--- src/rtl/press_pkg.sv ---
// Shared types and default thresholds for the button press classifier.
// The optional auto-repeat feature is enabled by defining PRESS_REPEAT_EN.
package press_pkg;

   typedef enum logic [1:0] {
      WAIT_REL,
      IDLE,
      PRESSED,
      LONG_HELD
   } press_state_t;

   localparam int DEF_N_CH         = 4;
   localparam int DEF_CNT_W        = 28;
   localparam int DEF_DEBOUNCE_CYC = 1_000_000;
   localparam int DEF_LONG_CYC     = 200_000_000;
   localparam int DEF_REPEAT_CYC   = 25_000_000;

endpackage

--- src/rtl/press_channel.sv ---
// One button channel: 2-flop synchroniser, debounce, and short/long/repeat classifier FSM.
// Auto-repeat logic exists only when PRESS_REPEAT_EN is defined.
module press_channel
   import press_pkg::*;
#(
   parameter int CNT_W        = DEF_CNT_W,
   parameter int DEBOUNCE_CYC = DEF_DEBOUNCE_CYC,
   parameter int LONG_CYC     = DEF_LONG_CYC,
   parameter int REPEAT_CYC   = DEF_REPEAT_CYC
)(
   input  logic clk_i,
   input  logic rst_i,
   input  logic button_i,
   output logic press_short_o,
   output logic press_long_o,
   output logic press_repeat_o,
   output logic held_o
);

   localparam int                DB_W      = (DEBOUNCE_CYC > 1) ? $clog2(DEBOUNCE_CYC) : 1;
   localparam logic [DB_W-1:0]   DB_LAST   = DB_W'(DEBOUNCE_CYC - 1);
   localparam logic [CNT_W-1:0]  LONG_LAST = CNT_W'(LONG_CYC);

   logic [1:0]       r_sync;
   logic             r_db;
   logic [DB_W-1:0]  r_db_cnt;
   logic [CNT_W-1:0] r_hold_cnt;
   press_state_t     r_state;
   logic             r_short;
   logic             r_long;

`ifdef PRESS_REPEAT_EN
   // Counter runs 0..REPEAT_CYC-1 so the first repeat lands REPEAT_CYC cycles after the long pulse.
   localparam logic [CNT_W-1:0] REP_LAST = CNT_W'(REPEAT_CYC - 1);
   logic r_repeat;
`endif

   always_ff @(posedge clk_i) begin
      if (rst_i) begin
         r_sync     <= 2'b00;
         r_db       <= 1'b1;
         r_db_cnt   <= '0;
         r_hold_cnt <= '0;
         r_state    <= WAIT_REL;
         r_short    <= 1'b0;
         r_long     <= 1'b0;
`ifdef PRESS_REPEAT_EN
         r_repeat   <= 1'b0;
`endif
      end else begin
         r_sync  <= {r_sync[0], button_i};
         r_short <= 1'b0;
         r_long  <= 1'b0;
`ifdef PRESS_REPEAT_EN
         r_repeat <= 1'b0;
`endif

         if (r_sync[1] == r_db) begin
            r_db_cnt <= '0;
         end else if (r_db_cnt == DB_LAST) begin
            r_db     <= r_sync[1];
            r_db_cnt <= '0;
         end else begin
            r_db_cnt <= r_db_cnt + DB_W'(1);
         end

         case (r_state)
            WAIT_REL: begin
               if (!r_db) r_state <= IDLE;
            end
            IDLE: begin
               if (r_db) begin
                  r_state    <= PRESSED;
                  r_hold_cnt <= CNT_W'(1);
               end
            end
            PRESSED: begin
               // Release is tested first so it beats a simultaneous threshold hit.
               if (!r_db) begin
                  r_state <= IDLE;
                  r_short <= 1'b1;
               end else if (r_hold_cnt == LONG_LAST) begin
                  r_state    <= LONG_HELD;
                  r_long     <= 1'b1;
                  r_hold_cnt <= '0;
               end else begin
                  r_hold_cnt <= r_hold_cnt + CNT_W'(1);
               end
            end
            LONG_HELD: begin
               if (!r_db) begin
                  r_state <= IDLE;
               end
`ifdef PRESS_REPEAT_EN
               else if (r_hold_cnt == REP_LAST) begin
                  r_repeat   <= 1'b1;
                  r_hold_cnt <= '0;
               end else begin
                  r_hold_cnt <= r_hold_cnt + CNT_W'(1);
               end
`endif
            end
            default: r_state <= WAIT_REL;
         endcase
      end
   end

   assign press_short_o = r_short;
   assign press_long_o  = r_long;
   assign held_o        = r_db & (r_state != WAIT_REL);
`ifdef PRESS_REPEAT_EN
   assign press_repeat_o = r_repeat;
`else
   assign press_repeat_o = 1'b0;
`endif

endmodule

--- src/rtl/button_press_classifier.sv ---
// Multi-channel button front end: N_CH independent press_channel instances.
// Define PRESS_REPEAT_EN to enable auto-repeat pulses while a button is long-held.
module button_press_classifier
   import press_pkg::*;
#(
   parameter int N_CH         = DEF_N_CH,
   parameter int CNT_W        = DEF_CNT_W,
   parameter int DEBOUNCE_CYC = DEF_DEBOUNCE_CYC,
   parameter int LONG_CYC     = DEF_LONG_CYC,
   parameter int REPEAT_CYC   = DEF_REPEAT_CYC
)(
   input  logic            clk_i,
   input  logic            rst_i,
   input  logic [N_CH-1:0] button_i,
   output logic [N_CH-1:0] press_short_o,
   output logic [N_CH-1:0] press_long_o,
   output logic [N_CH-1:0] press_repeat_o,
   output logic [N_CH-1:0] held_o
);

   genvar gi;
   generate
      for (gi = 0; gi < N_CH; gi++) begin : g_ch
         press_channel #(
            .CNT_W        (CNT_W),
            .DEBOUNCE_CYC (DEBOUNCE_CYC),
            .LONG_CYC     (LONG_CYC),
            .REPEAT_CYC   (REPEAT_CYC)
         ) u_ch (
            .clk_i          (clk_i),
            .rst_i          (rst_i),
            .button_i       (button_i[gi]),
            .press_short_o  (press_short_o[gi]),
            .press_long_o   (press_long_o[gi]),
            .press_repeat_o (press_repeat_o[gi]),
            .held_o         (held_o[gi])
         );
      end
   endgenerate

endmodule

--- config.mk ---
export PLATFORM = sky130hd
export DESIGN_NAME = button_press_classifier
export DESIGN_NICKNAME = d
export VERILOG_FILES = /design/src/rtl/press_pkg.sv /design/src/rtl/press_channel.sv /design/src/rtl/button_press_classifier.sv
export SDC_FILE = /design/constraint.sdc
export NUM_CORES = 1
export LEC_CHECK = 0
export CORE_MARGIN = 5
export CORE_UTILIZATION = 62
export DETAILED_ROUTE_END_ITERATION = 7
export PLACE_DENSITY = 0.85
export SLEW_MARGIN = 20
export SYNTH_ARGS = -nofsm -noshare
export SYNTH_HDL_FRONTEND = slang
export SYNTH_SLANG_ARGS = --single-unit
--- constraint.sdc ---
create_clock -name clk_i -period 2.6 [get_ports clk_i]
set_input_delay 0.26 -clock clk_i [delete_from_list [all_inputs] [get_ports clk_i]]
set_output_delay 0.26 -clock clk_i [all_outputs]
set_load 0.01 [all_outputs]
* Yosys cells after proc, flatten, opt, wreduce, memory -nomap -nowiden *
Cells that the tools add are included.

storage, ports and cells
  flip-flop bits (word level) = 220
  input bits = 6
  logic and storage cells = 176

cells by class
  add/subtract/negate cells = 8
  equal/unequal tests = 40
  mux-type cells = 44
  bitwise operators = 16
  reduce and logical (&&, ||, !) cells = 40

operators by type and width
  operator               count
  $mux 28                12
  $pmux 28 s2            4
  $add 28x1->28 const B  4
  $eq 28x28->1 const B   4
  $add 20x1->20 const B  4
  $eq 20x20->1 const B   4
  $mux 2                 16
  $pmux 2 s3             4
  $reduce_and 3->1       8
  $reduce_or 3->1        8
  $eq 2x2->1 const B     8
  $ne 2x1->1 const B     8
  $reduce_bool 2->1      8
  $reduce_or 2->1        8
  $ne 3x3->1 const B     4
  $not 1->1              12
  $eq 2x1->1 const B     4
  $logic_not 2->1        4
  $mux 1                 8
  $ne 2x2->1 const B     4
  $reduce_and 2->1       4
  $and 1x1->1            4
  $eq 1x1->1             4

* Depth between registers and ports, before layout *
Gate-level depths: netlist of the first run.

  word-level depth = 4
  mapped depth = 9
  gate-level depth less buffers = 7

* Hierarchy *
Synthesis of the first run repeated with hierarchy kept, for this count alone.

unflattened totals
  cell total of the unflattened synthesis = 1302
  area, all modules = 11253.3 um2

modules (own cells, without submodules)
  module                             instances  cells each  area an instance (um2)  seq. area each (um2)
  press_channel at g_ch[0].u_ch ...  3          320         2798.9                  1101.1
  press_channel at g_ch[3].u_ch      1          342         2856.5                  1101.1

* Worst setup path after synthesis of the first run *
OpenSTA, ideal clock, no wires.

  kind = reg2reg
  start = reg g_ch[1].u_ch.r_state[0]
  end = reg g_ch[1].u_ch.r_hold_cnt[21]
  arrival time = 1.953 ns
  required time = 2.476 ns
  path slack = 0.524 ns
  cell stages (with the launch flop) = 10
  path buffers = 2
  cell sequence = dfxtp_1 > inv_1 > ha_1 > clkbuf_1 > nand4_1 > nor4bb_1 > clkbuf_1 > nand4_1 > xnor2_1 > nor2b_1

on the way
  longest elaborated chain between the ends = 3
  elaborated cells between the ends (all ways) = 7
  those cells by class = eq/ne: 4; mux: 1; reduce/logical: 2

ends and longest elaborated chain
  item                                                              RTL line             RTL
  start: declaration                                                press_channel.sv:28  press_state_t r_state;
  start signal: assignment                                          press_channel.sv:44  r_state <= WAIT_REL;
  start signal: assignment                                          press_channel.sv:69  if (!r_db) r_state <= IDLE;
  start signal: assignment                                          press_channel.sv:73  r_state <= PRESSED;
  $eq 2x2->1 / $eq 2x1->1 (equally long branches)                   press_channel.sv:67  case (r_state)
  $ne 2x1->1 (no line) / $reduce_bool 2->1 (equally long branches)  --
  $reduce_and 3->1 (no line)                                        --
  end signal: assignment                                            press_channel.sv:87  r_hold_cnt <= r_hold_cnt + CNT_W'(1);
  end: declaration                                                  press_channel.sv:27  logic [CNT_W-1:0] r_hold_cnt;

Parallel ways exist; a longest one is shown, timed or not.
A chain may end at the register's enable or synchronous reset.

* Worst setup path after layout of the first run *
  start = reg g_ch[3].u_ch.r_hold_cnt[0]
  end = reg g_ch[3].u_ch.r_hold_cnt[7]

on the way
  longest elaborated chain between the ends = 4
  elaborated cells between the ends (all ways) = 5
  those cells by class = add/sub: 1; eq/ne: 1; mux: 3

ends and longest elaborated chain
  item                                                  RTL line                                  RTL
  start: declaration                                    press_channel.sv:27
  start signal: assignment                              press_channel.sv:87
  $add 28x1->28 / $eq 28x28->1 (equally long branches)  press_channel.sv:87, press_channel.sv:82
  $mux 28 *                                             press_channel.sv:82                       end else if (r_hold_cnt == LONG_LAST) begin
  $mux 28 *                                             press_channel.sv:79                       if (!r_db) begin
  $pmux 28 s2 *                                         press_channel.sv:67

Mark *: on every way between the ends. The rest lies on a longest branch, timed or not. The select of a mux whose other input is x is not followed.

==> flow_summary_export.csv, run 1 <==
group,metric,value,unit
worst_setup_path,crit_path_end_kind,"register",
timing,period_needed,2254,ps
worst_setup_path,rr_worst_depth,7,
floorplanning,fp-row-count,48,
yosys,avgSynthCellArea,8.436,um^2
clocking,clk_pin_slew,60,ps
timing,setup_viol,0,
timing,max-slew-margin-rel,0.5049,
floorplanning,die_w,141.8,um
timing,rsz0062_at_grt,"no",
route,antenna_left,0,
timing,maxSlewViolCount,0,
grt,grt_max_degree,42,
flow_run,cap_violations,0,
worst_setup_path,crit_required,2980,ps
floorplanning,start_util,0.6272,
route,wl_per_cell,14.42,um
yosys,synth-edff-count,0,
worst_setup_path,path_max_fanout,15,
yosys,syn-cell-area,0.01077,mm^2
yosys,ys_top_cells_by_area,"dfxtp_1, nor2_1, xor2_1",
worst_setup_path,cp-endpoint,"g_ch[3].u_ch.r_hold_cnt[7]",
clocking,cts_hold_buffers,0,
worst_setup_path,path_delay_family,"simple AND/OR/NAND/NOR gates",
layout,area_delta_synth_final,10.08,%
floorplanning,ios,22,
yosys,synthArstFlopShare,0,
layout,nNetsFinal,1304,
clocking,clock-root-buffer,"clkbuf_16",
layout,drive_gt1_frac,0.06269,
yosys,ys_ff_latch,220,
worst_setup_path,cp_slowest_cell,"or4b_1",
timing,hold_viol,0,
worst_setup_path,rr_endpoint,"g_ch[3].u_ch.r_hold_cnt[7]",
clocking,cts_tree,"built",
clocking,htreeDepth,1,
worst_setup_path,cp_data_arrival_time,2630,ps
grt,grt_pass1_wl,37580,um
floorplanning,die_y,141.8,um
worst_setup_path,cp.buffers_inverters,1,
worst_setup_path,cp_slowest_stage_delay,460,ps
route,first_pass_iters,5,
yosys,ys_seq_area_frac,0.4088,
worst_hold_path,hold_start,"rst_i",
clocking,cts_num_sinks,220,
clocking,ctsResizeCount,0,
placed_design,routabilityCongestion,0.8580,
placed_design,port_buffers,17,
floorplanning,coreArea,0.01718,mm^2
route,wirelength,21880,um
timing,setup_tns,0,ps
route,via_per_inst,5.917,
floorplanning,die_area,0.02011,mm^2
yosys,synth_common_cells,"dfxtp_1, nor2_1, nand2_1",
worst_setup_path,crit_cells,7,
yosys,syn_inst,1277,
route,drcViolationCount,0,
power_and_ir_drop,irDropWorstVdd,0.6590,mV
layout,utilization,0.6904,
power_and_ir_drop,p_per_area,712.0,mW/mm^2
worst_setup_path,worst_setup_path_start_kind,"register",
timing,fmaxAchievable,443.7,MHz
yosys,synth-main-ff-cell,"dfxtp_1",
grt,grt_pass1_vias,8232,
yosys,yosys_warnings,0,
clocking,cts_buffers,24,
timing,tightestPinTransition,735.9,ps
grt,track_usage,0.2136,
route,num_vias,8976,
placed_design,dp.final_hpwl,14530,um
yosys,synth_top_area_share,0.4088,
timing,clock_skew,12.43,ps
clocking,clock_latency,510,ps
worst_hold_path,hold_path_class,"input pin to register",
grt,antenna_found_initial,0,
status,status,"finished clean",
layout,antenna_cells,0,
worst_setup_path,crit_start,"g_ch[3].u_ch.r_hold_cnt[0]",
worst_setup_path,r2r_start,"g_ch[3].u_ch.r_hold_cnt[0]",
yosys,yosysMostFrequentCell,"dfxtp_1",
worst_setup_path,crit_type,"register to register",
yosys,synth_cell_types,73,
worst_setup_path,crit_path_cell_trace,"inv_1 > ha_1 > or4b_1 > or3_4 > o21ai_4 > a21o_2 > nor2_1",
clocking,cts_setup_buffers,0,
worst_setup_path,reg2reg_slack,350,ps
yosys,yosys.area.top_type,"dfxtp_1",
timing,fin_crit_sh,0.8668,
power_and_ir_drop,power_leakage,4.098,nW
clocking,ctsLongestPathBuffers,3,
grt,grt_overflow,0,
route,drtIter0Drc,574,
## cells in the final DEF (no fill, tap or decap), drive strengths merged, types with 14 or more instances in the layout
cell type      netlist  layout
xnor2               56      56
nor3                27      27
o21ai               30      30
clkbuf              31      34
nor2               166     166
and4                14      14
dfxtp              220     220
a21oi               52      52
buf                 38      21
and3                45      45
a31oi               31      31
ha                  24      24
nand4               53      53
nand3               88      88
nor2b               21      21
nand2               98      98
inv                 40      41
xor2                63      63
clkdlybuf4s50        0      16
nor4                27      27
## cell families (layout without fill, tap and decap cells)
logic type / Yosys count / after routing / share of synthesized area
mux: 9 / 9 / 0.008363
buf+inv: 109 / 121 / 0.04762
fa+ha+maj: 24 / 24 / 0.02787
compound gates: 183 / 183 / 0.1118
xor+xnor: 119 / 119 / 0.09675
flops: 220 / 220 / 0.4088
simple gates: 612 / 612 / 0.2984
other cells: 1 / 4 / 0.0003481
## area by class of cell
| type | count | area (um^2) |
|---|---|---|
| clock inverters | 10 | 135.1 |
| clock buffers | 34 | 689.4 |
| inverters | 40 | 150.1 |
| flip-flops and latches | 220 | 4404 |
| multi-input cells | 951 | 5871 |
| repair buffers | 37 | 327.8 |
| well taps | 225 | 281.5 |
| fillers | 1301 | 5318 |
## routing by layer
metal  global-route usage  vias to the layer above  routed length (um)
met2               0.3535                      220               10190
li1                     -                     4508                   -
met5                    0                        -                   0
met1               0.2953                     4206               10200
met4              0.05303                        0                 395
met3              0.03101                       42                1097
## report_power, final
group	total [mW]	leakage [nW]	switching (mW)	internal, mW
registers	3.58	1.78	0.0981	3.48
logic	1.38	1.92	0.867	0.515
clock network	3.49	0.404	1.33	2.15
total	8.44	4.10	2.30	6.14
## worst register-to-register path: cells and delay by family (launching register included)
kind / cells / cell delay [ps]
simple gates: 3 / 990
flops: 1 / 330
buf+inv: 1 / 100
compound gates: 2 / 560
fa+ha+maj: 1 / 150
## worst min-delay path by stage
stage,to,slack (ps),cells after the start
2_1_floorplan,g_ch[0].u_ch.r_sync[0],390,1
3_3_place_gp,g_ch[3].u_ch.r_sync[1],420,1
3_5_place_dp,g_ch[3].u_ch.r_sync[1],420,1
4_1_cts,g_ch[2].u_ch.r_hold_cnt[1],60,2
5_1_grt,g_ch[2].u_ch.r_hold_cnt[1],70,2
6_report,g_ch[2].u_ch.r_hold_cnt[1],80,2
## state kept, by name, summed over array words and instances, names as in the netlist
| name | flops |
|---|---|
| g_ch.u_ch.press_long_o | 4 |
| g_ch.u_ch.press_short_o | 4 |
| g_ch.u_ch.r_sync | 8 |
| g_ch.u_ch.r_db_cnt | 80 |
| g_ch.u_ch.r_state | 8 |
| g_ch.u_ch.r_db | 4 |
| g_ch.u_ch.r_hold_cnt | 112 |
## metrics by stage
| stage | setup WS, ps | area (um^2) | power [mW] | cells | hold slack [ps] |
|---|---|---|---|---|---|
| final | 346.4 | 11860 | 8.444 | 1517 | 78.23 |
| after global routing | 183.3 | 11860 | 8.839 | 1517 | 68.48 |
| after CTS | 337.2 | 11860 | 8.492 | 1517 | 61.66 |
| after detailed placement | 370.1 | 11030 | 4.994 | 1473 | 424.2 |
| after global placement | 428.7 | 11030 | 4.943 | 1473 | 419.8 |
| after floorplan | 523.8 | 10780 | 4.701 | 1280 | 388.2 |
No activity file was read; power rests on OpenSTA's default activity.
==> run 2: changes to the inputs <==
--- a/config.mk
+++ b/config.mk
@@ -6,10 +6,11 @@
 export NUM_CORES = 1
 export LEC_CHECK = 0
 export CORE_MARGIN = 5
-export CORE_UTILIZATION = 62
+export CORE_UTILIZATION = 63
 export DETAILED_ROUTE_END_ITERATION = 7
-export PLACE_DENSITY = 0.85
+export PLACE_DENSITY = 0.86
 export SLEW_MARGIN = 20
 export SYNTH_ARGS = -nofsm -noshare
 export SYNTH_HDL_FRONTEND = slang
+export SYNTH_HIERARCHICAL = 1
 export SYNTH_SLANG_ARGS = --single-unit
==> run 2 against run 1 <==
Net effect: maximum frequency shrank 4.7%; total power grew 6.2%; non-clock buffer count shrank 4; highest routed layer unchanged; largest cell class unchanged; clock-buffer cell count shrank 3; register-to-register slack lost 110 ps; synthesized area grew 4.5%; worst setup slack lost 110 ps; hold slack gained 240 ps.
==> flow_summary_export.csv, run 2 <==
group,metric,value,unit
layout,layout_commonest_cell,"dfxtp_1",
timing,hold_viol,0,
clocking,cts_buffers,24,
floorplanning,die_area,0.02064,mm^2
yosys,avgSynthCellArea,8.643,um^2
flow_run,cap_violations,0,
worst_setup_path,cp_data_arrival_time,2790,ps
yosys,syn-num-nets,1336,
placed_design,dp.final_hpwl,15070,um
worst_setup_path,rr_worst_depth,8,
route,wirelength,23370,um
timing,max-slew-margin-rel,0.4668,
worst_hold_path,holdPathStages,4,
grt,grt_max_degree,41,
floorplanning,fp-row-count,48,
clocking,ctsResizeCount,0,
layout,final_cell_count_no_fill,1530,
clocking,cts_num_sinks,220,
timing,clock_skew,9.939,ps
yosys,synth_top_area_share,0.3914,
power_and_ir_drop,power_leakage,4.402,nW
yosys,synth-main-ff-cell,"dfxtp_1",
clocking,htreeDepth,1,
power_and_ir_drop,total_power,8.965,mW
layout,nNetsFinal,1321,
worst_setup_path,crit_type,"register to register",
layout,area_delta_synth_final,9.095,%
placed_design,dpl-instance-area,0.01136,mm^2
yosys,yosysMostFrequentCell,"dfxtp_1",
floorplanning,ios,22,
timing,period_needed,2364,ps
timing,tightestPinTransition,792.5,ps
clocking,cts_setup_buffers,0,
route,num_vias,9405,
yosys,synth-edff-count,0,
grt,antenna_found_initial,0,
timing,fin_crit_sh,0.9091,
clocking,clock-root-buffer,"clkbuf_16",
yosys,syn-cell-area,0.01125,mm^2
placed_design,port_buffers,17,
yosys,synth_common_cells,"dfxtp_1, nor2_1, nand2_1",
layout,largest_register,"g_ch.u_ch/r_hold_cnt",
power_and_ir_drop,irDropWorstVdd,0.6271,mV
worst_setup_path,cp_slowest_stage_delay,660,ps
worst_setup_path,crit_path_end_kind,"register",
power_and_ir_drop,p_per_area,730.2,mW/mm^2
timing,setup_ws,236.5,ps
layout,utilization,0.7049,
clocking,cts_tree,"built",
placed_design,dp_cells,1486,
floorplanning,start_util,0.6461,
layout,antenna_cells,0,
yosys,ys_top_cells_by_area,"dfxtp_1, nor2_1, xor2_1",
yosys,synthArstFlopShare,0,
clocking,clock_latency,510,ps
floorplanning,coreArea,0.01742,mm^2
floorplanning,die_w,143.7,um
timing,maxSlewViolCount,0,
yosys,synth_cell_types,65,
worst_setup_path,crit_required,3030,ps
layout,final_area,0.01228,mm^2
worst_setup_path,path_max_fanout,18,
clocking,cts_hold_buffers,0,
route,drcViolationCount,0,
worst_setup_path,cp_slowest_cell,"a211oi_4",
grt,grt_overflow,0,
floorplanning,die_y,143.7,um
layout,largestRegisters,"g_ch.u_ch/r_hold_cnt x112, g_ch.u_ch/r_db_cnt x80",
yosys,yosys.area.top_type,"dfxtp_1",
placed_design,routabilityCongestion,0.9215,
yosys,ys_seq_area_frac,0.3914,
timing,setup_tns,0,ps
route,antenna_left,0,
timing,fmaxAchievable,423.1,MHz
yosys,ys_ff_latch,220,
clocking,ctsLongestPathBuffers,3,
worst_hold_path,hold_path_class,"input pin to register",
worst_setup_path,crit_path_cell_trace,"inv_1 > ha_1 > nand3b_1 > nor4_4 > a211oi_4 > buf_4 > or2b_1 > a31oi_1",
route,via_per_inst,6.147,
grt,track_usage,0.2271,
clocking,clk_pin_slew,60,ps
timing,hold_slack,313.6,ps
placed_design,place_ws,308.8,ps
route,drtIter0Drc,689,
grt,grt_pass1_wl,40730,um
yosys,yosys_warnings,6,
layout,largest_reg_flops,112,
yosys,syn_inst,1302,
route,first_pass_iters,5,
grt,grt_pass1_vias,8934,
timing,rsz0062_at_grt,"no",
timing,setup_viol,0,
layout,final_cell_mix,"dfxtp_1, nor2_1, nand2_1, a21oi_1, nand3_1",
worst_setup_path,worst_setup_path_start_kind,"register",
route,wl_per_cell,15.28,um
layout,drive_gt1_frac,0.08429,
status,status,"finished clean",
## run 2: cell families after synthesis
| kind of cell | synth area share |
|---|---|
| muxes | 0.01112 |
| DFF | 0.3914 |
| and+or+nand+nor | 0.3003 |
| other | 0.001334 |
| buffers and inverters | 0.05592 |
| AOI/OAI and AO/OA | 0.1442 |
| xor gates and xnor gates | 0.06460 |
| adders and majority gates | 0.03113 |
## run 2: where the power goes
part | total (mW) | switching, mW | leakage (nW) | internal (mW)
registers | 3.63 | 0.134 | 1.78 | 3.50
clock network | 3.83 | 1.36 | 0.436 | 2.46
logic | 1.51 | 0.920 | 2.19 | 0.587
total | 8.97 | 2.42 | 4.40 | 6.55
## run 2: metal layers
metal	vias up	global-route usage	share of wire
met2	219	0.3950	0.49
met5	-	0	0
met3	37	0.02862	0.039
li1	4671	-	-
met4	0	0.06739	0.020
met1	4478	0.2964	0.45
## run 2: layout make-up
| class | count | area (um^2) |
|---|---|---|
| Multi-Input combinational cell | 964 | 6227 |
| Fill cell | 1337 | 5140 |
| Sequential cell | 220 | 4404 |
| Clock buffer | 31 | 688.2 |
| Timing Repair Buffer | 33 | 285.3 |
| Tap cell | 225 | 281.5 |
| Clock inverter | 13 | 225.2 |
| Inverter | 44 | 165.2 |
## run 2: final timing paths
check | start | end | slack, ps
max | g_ch[3].u_ch/r_hold_cnt[0] | g_ch[3].u_ch/r_hold_cnt[13] | 240
min | rst_i | g_ch[3].u_ch/r_hold_cnt[6] | 310
max reg2reg | g_ch[3].u_ch/r_hold_cnt[0] | g_ch[3].u_ch/r_hold_cnt[13] | 240
min reg2reg | g_ch[2].u_ch/r_db_cnt[0] | g_ch[2].u_ch/r_db_cnt[0] | 430
## run 2: worst max-delay path, delay by kind of cell (launching register included)
kind / cells / cell delay [ps]
AOI/OAI and AO/OA: 2 / 810
and+or+nand+nor: 3 / 450
adders and majority gates: 1 / 230
DFF: 1 / 380
buffers and inverters: 2 / 420
